## src/rtl/spi_fifo_pkg.sv

```systemverilog
// Shared definitions for the FIFO-buffered SPI master: register map, STATUS/IMASK
// bit positions and the shifter FSM states.
package spi_fifo_pkg;
  localparam logic [2:0] REG_DATA   = 3'd0;
  localparam logic [2:0] REG_STATUS = 3'd1;
  localparam logic [2:0] REG_DIV    = 3'd2;
  localparam logic [2:0] REG_CS     = 3'd3;
  localparam logic [2:0] REG_IMASK  = 3'd4;

  localparam int ST_TX_FULL  = 0;
  localparam int ST_TX_EMPTY = 1;
  localparam int ST_RX_EMPTY = 2;
  localparam int ST_RX_FULL  = 3;
  localparam int ST_BUSY     = 4;
  localparam int ST_CS_PEND  = 5;
  localparam int ST_TX_ERR   = 6;

  localparam int IM_TX_EMPTY = 0;
  localparam int IM_RX_NE    = 1;
  localparam int IM_IDLE     = 2;

  typedef enum logic [1:0] {S_IDLE, S_LOW, S_HIGH, S_DONE} spi_state_e;
endpackage

```

## src/rtl/spi_sync_fifo.sv

```systemverilog
// Synchronous first-word-fall-through FIFO; pointers carry an extra bit so that
// full and empty are distinguishable. Pushes while full are discarded.
module spi_sync_fifo #(
  parameter int W  = 8,
  parameter int AW = 3
) (
  input  logic          clk,
  input  logic          reset_n,
  input  logic          push,
  input  logic          pop,
  input  logic [W-1:0]  din,
  output logic [W-1:0]  dout,
  output logic          full,
  output logic          empty,
  output logic [AW:0]   count
);
  logic [W-1:0] r_mem [2**AW];
  logic [AW:0]  r_wp, r_rp;
  logic         w_push, w_pop;

  // Full is judged on the pre-pop count, so a push into a full FIFO drops.
  assign w_push = push & ~full;
  assign w_pop  = pop & ~empty;
  assign count  = r_wp - r_rp;
  assign full   = count[AW];
  assign empty  = (count == '0);
  assign dout   = r_mem[r_rp[AW-1:0]];

  always_ff @(posedge clk or negedge reset_n) begin
    if (!reset_n) begin
      r_wp <= '0;
      r_rp <= '0;
    end else begin
      if (w_push) r_wp <= r_wp + 1'b1;
      if (w_pop)  r_rp <= r_rp + 1'b1;
    end
  end

  always_ff @(posedge clk) begin
    if (w_push) r_mem[r_wp[AW-1:0]] <= din;
  end
endmodule

```

## src/rtl/spi_fifo_master.sv

```systemverilog
// Memory-mapped SPI master (mode 0, MSB first) with TX/RX FIFOs, SCK divider and
// deferred chip-select update. Define SPI_IRQ_EN to build the maskable interrupt.
module spi_fifo_master
  import spi_fifo_pkg::*;
#(
  parameter int TX_AW   = 3,
  parameter int RX_AW   = 3,
  parameter int NCS     = 2,
  parameter int DIV_W   = 8,
  parameter int DIV_RST = 63
) (
  input  logic           clk,
  input  logic           reset_n,
  input  logic           ce,
  input  logic [2:0]     addr,
  input  logic [7:0]     wdata,
  output logic [7:0]     rdata,
  input  logic           wr,
  input  logic           rd,
  output logic           sck,
  output logic           mosi,
  input  logic           miso,
  output logic [NCS-1:0] cs_n,
  output logic           irq
);
  logic             w_wr, w_rd;
  logic             w_tx_pop, w_tx_full, w_tx_empty;
  logic             w_rx_push, w_rx_pop, w_rx_full, w_rx_empty;
  logic [7:0]       w_tx_dout, w_rx_dout, w_status;
  logic [TX_AW:0]   w_unused_txcnt;
  logic [RX_AW:0]   w_unused_rxcnt;

  logic [DIV_W-1:0] r_div;
  logic [NCS-1:0]   r_cs_pend, r_cs;
  logic             r_cs_pending, r_tx_err;
  logic             w_cs_apply;

  spi_state_e       r_state, w_state_n;
  logic [DIV_W-1:0] r_cnt, w_cnt_n;
  logic [2:0]       r_bit, w_bit_n;
  logic [7:0]       r_txsh, w_txsh_n, r_rxsh, w_rxsh_n;
  logic             r_sck, w_sck_n, r_mosi, w_mosi_n;

  assign w_wr     = ce & wr;
  assign w_rd     = ce & rd;
  assign w_rx_pop = w_rd && (addr == REG_DATA);

  spi_sync_fifo #(.W(8), .AW(TX_AW)) u_tx (
    .clk(clk), .reset_n(reset_n),
    .push(w_wr && (addr == REG_DATA)), .pop(w_tx_pop), .din(wdata), .dout(w_tx_dout),
    .full(w_tx_full), .empty(w_tx_empty), .count(w_unused_txcnt)
  );

  spi_sync_fifo #(.W(8), .AW(RX_AW)) u_rx (
    .clk(clk), .reset_n(reset_n),
    .push(w_rx_push), .pop(w_rx_pop), .din(r_rxsh), .dout(w_rx_dout),
    .full(w_rx_full), .empty(w_rx_empty), .count(w_unused_rxcnt)
  );

  // Register file
  always_ff @(posedge clk or negedge reset_n) begin
    if (!reset_n) begin
      r_div        <= DIV_W'(DIV_RST);
      r_cs_pend    <= '0;
      r_cs_pending <= 1'b0;
      r_cs         <= '0;
      r_tx_err     <= 1'b0;
    end else begin
      if (w_wr && addr == REG_DIV) r_div <= DIV_W'(wdata);
      if (w_wr && addr == REG_CS) begin
        r_cs_pend    <= wdata[NCS-1:0];
        r_cs_pending <= 1'b1;
      end else if (w_cs_apply) begin
        r_cs_pending <= 1'b0;
      end
      if (w_cs_apply) r_cs <= r_cs_pend;
      if (w_wr && addr == REG_DATA && w_tx_full) r_tx_err <= 1'b1;
      else if (w_wr && addr == REG_STATUS)      r_tx_err <= 1'b0;
    end
  end

  // Shifter / divider FSM: state register
  always_ff @(posedge clk or negedge reset_n) begin
    if (!reset_n) begin
      r_state <= S_IDLE;
      r_cnt   <= '0;
      r_bit   <= '0;
      r_txsh  <= '0;
      r_rxsh  <= '0;
      r_sck   <= 1'b0;
      r_mosi  <= 1'b1;
    end else begin
      r_state <= w_state_n;
      r_cnt   <= w_cnt_n;
      r_bit   <= w_bit_n;
      r_txsh  <= w_txsh_n;
      r_rxsh  <= w_rxsh_n;
      r_sck   <= w_sck_n;
      r_mosi  <= w_mosi_n;
    end
  end

  // Each half period is DIV+1 clocks; the divider reloads from r_div at every edge.
  always_comb begin
    w_state_n  = r_state;
    w_cnt_n    = r_cnt;
    w_bit_n    = r_bit;
    w_txsh_n   = r_txsh;
    w_rxsh_n   = r_rxsh;
    w_sck_n    = r_sck;
    w_mosi_n   = r_mosi;
    w_tx_pop   = 1'b0;
    w_rx_push  = 1'b0;
    w_cs_apply = 1'b0;
    case (r_state)
      S_IDLE: begin
        if (r_cs_pending && w_tx_empty) begin
          w_cs_apply = 1'b1;
        end else if (!w_tx_empty && !w_rx_full) begin
          w_tx_pop  = 1'b1;
          w_txsh_n  = w_tx_dout;
          w_mosi_n  = w_tx_dout[7];
          w_cnt_n   = r_div;
          w_bit_n   = '0;
          w_state_n = S_LOW;
        end
      end
      S_LOW: begin
        if (r_cnt == '0) begin
          w_sck_n   = 1'b1;
          w_rxsh_n  = {r_rxsh[6:0], miso};
          w_cnt_n   = r_div;
          w_state_n = S_HIGH;
        end else begin
          w_cnt_n = r_cnt - 1'b1;
        end
      end
      S_HIGH: begin
        if (r_cnt == '0) begin
          w_sck_n = 1'b0;
          w_cnt_n = r_div;
          if (r_bit == 3'd7) begin
            w_state_n = S_DONE;
          end else begin
            w_bit_n   = r_bit + 1'b1;
            w_txsh_n  = {r_txsh[6:0], 1'b0};
            w_mosi_n  = r_txsh[6];
            w_state_n = S_LOW;
          end
        end else begin
          w_cnt_n = r_cnt - 1'b1;
        end
      end
      S_DONE: begin
        w_rx_push = 1'b1;
        w_state_n = S_IDLE;
      end
      default: w_state_n = S_IDLE;
    endcase
  end

  assign sck  = r_sck;
  assign mosi = r_mosi;
  assign cs_n = ~r_cs;

  always_comb begin
    w_status              = '0;
    w_status[ST_TX_FULL]  = w_tx_full;
    w_status[ST_TX_EMPTY] = w_tx_empty;
    w_status[ST_RX_EMPTY] = w_rx_empty;
    w_status[ST_RX_FULL]  = w_rx_full;
    w_status[ST_BUSY]     = (r_state != S_IDLE);
    w_status[ST_CS_PEND]  = r_cs_pending;
    w_status[ST_TX_ERR]   = r_tx_err;
  end

`ifdef SPI_IRQ_EN
  logic [2:0] r_imask, w_cond;
  logic       r_irq;

  always_comb begin
    w_cond              = '0;
    w_cond[IM_TX_EMPTY] = w_tx_empty;
    w_cond[IM_RX_NE]    = ~w_rx_empty;
    w_cond[IM_IDLE]     = (r_state == S_IDLE) & w_tx_empty;
  end

  always_ff @(posedge clk or negedge reset_n) begin
    if (!reset_n) begin
      r_imask <= '0;
      r_irq   <= 1'b0;
    end else begin
      if (w_wr && addr == REG_IMASK) r_imask <= wdata[2:0];
      r_irq <= |(r_imask & w_cond);
    end
  end
  assign irq = r_irq;
`else
  assign irq = 1'b0;
`endif

  always_comb begin
    rdata = 8'hFF;
    case (addr)
      REG_DATA:   rdata = w_rx_empty ? 8'hFF : w_rx_dout;
      REG_STATUS: rdata = w_status;
      REG_DIV:    rdata = 8'(r_div);
      REG_CS:     rdata = 8'(r_cs_pend);
`ifdef SPI_IRQ_EN
      REG_IMASK:  rdata = {5'd0, r_imask};
`endif
      default:    rdata = 8'hFF;
    endcase
  end
endmodule

```

## config.mk

```make
export PLATFORM = sky130hd
export DESIGN_NAME = spi_fifo_master
export DESIGN_NICKNAME = d
export VERILOG_FILES = /design/src/rtl/spi_fifo_pkg.sv /design/src/rtl/spi_sync_fifo.sv /design/src/rtl/spi_fifo_master.sv
export SDC_FILE = /design/constraint.sdc
export NUM_CORES = 1
export LEC_CHECK = 0
export CAP_MARGIN = 20
export CORE_UTILIZATION = 50
export CTS_BUF_LIST = sky130_fd_sc_hd__clkbuf_16
export DETAILED_ROUTE_END_ITERATION = 8
export PLACE_DENSITY = 0.67
export SETUP_SLACK_MARGIN = 0.3
export SKIP_LAST_GASP = 1
export SYNTH_ARGS = -nofsm -noshare
export SYNTH_HDL_FRONTEND = slang
export SYNTH_HIERARCHICAL = 1
export SYNTH_SLANG_ARGS = --single-unit
```

## constraint.sdc

```tcl
create_clock -name clk -period 3.8 [get_ports clk]
set_input_delay 0.57 -clock clk [delete_from_list [all_inputs] [get_ports clk]]
set_output_delay 0.57 -clock clk [all_outputs]
set_load 0.01 [all_outputs]
```

==> results.yml <==
critical_path:
  critical_path_class: "reg -> out"
  start_kind: "flip-flop"
  worstSetupEndpointType: "output pin"
  crit_required_ns: 3.23
  cp.arrival_ns: 2.93
  critPathMaxFanout: 6
floorplan:
  die_width_um: 131
  start_util_pct: 51.6
  die_y_um: 131
  rows: 46
  fp.dieArea_um2: 17100
  core_um2: 16100
  ioPinCount: 30
global_routing:
  antenna_found_initial: 0
  grt_util_all_layers_pct: 21.9
  overflow: 0
  grt_pass1_vias: 4959
  grt_pass1_wl_mm: 26.4
  grt_max_degree: 34
route:
  first_iter_violations: 363
  vias: 4931
  drc: 0
  viasPerCell: 5.75
  avgRoutedWirePerCell_um: 20.0
  wirelength_mm: 17.2
  ant_nets: 0
  dr.pass1.iters: 5
final_layout:
  fillers: 1219
  syn2layout_area_growth_pct: 17.7
  final_layout_size_suffix_gt1_share_pct: 28.5
  fin_area_um2: 9760
  n_antenna_cell: 0
  nNetsFinal: 666
cts:
  clock-sinks: 188
  insertion_delay_ns: 0.44
  cts_inserted_buffers: 17
  h-tree-depth: 4
  cts.reportedPaths.clkPinSlew_ns: 0.07
  cts_root_buf: "clkbuf_16"
  cts_tree: "built"
  cts.path.max_buffers: 2
power:
  comb_power_share_pct: 35.5
  p_int_mw: 4.48
  power_density_nw_per_um2: 703
  p_switching_mw: 2.38
  p_leak_nw: 3.70
  power.total_mw: 6.86
  swShare_pct: 34.7
  power_frac_seq_pct: 39.1
  clock_power_share_pct: 25.5
  max-vdd-ir-drop_mv: 0.486
placed_design:
  dp_hpwl_mm: 11.6
  place_congestion: 0.826
  place_area_um2: 8970
  portBuffers: 28
synthesis:
  yosys_warnings: 6
  avgSynthCellArea_um2: 14.8
  syn_area_um2: 8290
  synthCells: 559
  syn-num-nets: 596
timing:
  hold_ws_ns: 0.174
  period_needed_ns: 3.50
  worst_pin_slew_ns: 1.02
  fmax_mhz: 285
  fin_crit_sh_pct: 92.2
  hold_viol: 0
  setup_viol: 0
  max_slew_margin_pct: 31.9
  finClkSkew_ns: 0.00896
  setup_tns_ns: 0
  final_max_slew_viol_count: 0
  rsz0062_at_grt: "true"
worst_hold_path:
  min_path_type: "in -> async"
outcome:
  status: "finished clean"
flow_run:
  drv_cap: 0
## registers in the layout, indices dropped and copies added (netlist names)
name	flops
r_state	2
r_rxsh	8
r_cs	2
r_cnt	8
u_rx/r_mem	64
r_cs_pend	2
u_tx/r_wp	4
u_rx/r_wp	4
r_div	8
r_cs_pending	1
r_txsh	7
u_tx/r_mem	64
r_tx_err	1
r_bit	3
mosi	1
u_tx/r_rp	4
u_rx/r_rp	4
sck	1
## per-layer routing
metal	vias to the layer above	global-route usage (%)	routed length, um
li1	2257	-	-
met1	2529	25.8	6860
met2	117	38.8	9130
met3	28	5.58	801
met4	0	7.64	374
met5	-	0	0
## final timing paths
kind,from,end,slack (ns),cells after the start
max,u_rx/r_wp[1],rdata[1],0.30,8
max in group asynchronous,reset_n,r_div[3],2.67,2
max reg2reg,u_tx/r_rp[2],r_cnt[7],0.64,13
min,reset_n,u_tx/r_rp[0],0.17,1
min in group clk,u_rx/r_wp[3],u_rx/r_wp[3],0.51,2
min reg2reg,u_rx/r_wp[3],u_rx/r_wp[3],0.51,2
## per-stage QoR
stage	util [%]	setup slack [ns]	cells
floorplan	-	0.429	559
global placement	55.9	0.302	814
detailed placement	55.9	0.267	814
CTS	59.9	0.166	847
global route	60.8	0.213	858
finish	60.8	0.297	858
## layout make-up
type	count	area, um2	share of cell area (%)
clock buffers	17	425	4.36
flip-flops and latches	188	5360	54.9
repair buffers	73	638	6.54
inverters	24	92.6	0.949
well taps	216	270	2.77
clock inverters	15	165	1.69
multi-input cells	325	2810	28.8
## worst max-delay path: stages (launching register included)
cell	delay [ns]
dfrtp_2	0.44
buf_4	0.15
fa_2	0.56
nand2b_4	0.14
nor3_4	0.06
or2_2	0.28
mux4_2	0.46
or2_4	0.28
buf_6	0.12
## cells in the final DEF (no fill, tap or decap), types with 17 or more instances in the layout
cell type,instances
edfxtp_1,128
clkbuf_16,17
a21oi_1,23
nand2_1,70
clkdlybuf4s50_1,20
mux4_2,34
dfrtp_1,49
nor3_1,17
inv_1,17
mux2_2,23
buf_4,42
o21ai_0,17
## repair_timing
action | CTS | global route
pin swaps | 0 | 7
gates resized for setup | 17 | 23
hold buffers | 0 | 0
setup buffers | 1 | 10
setup endpoints to repair | 8 | 8
## power groups by stage
| stage | registers (mW) | clock network, mW | logic [mW] |
|---|---|---|---|
| floorplan | 2.64 | 0 | 1.55 |
| global placement | 2.70 | 0 | 2.09 |
| detailed placement | 2.72 | 0 | 2.15 |
| CTS | 2.68 | 1.78 | 2.22 |
| global route | 2.71 | 1.85 | 2.66 |
| finish | 2.68 | 1.75 | 2.43 |
Power figures use the tool's default switching activity.
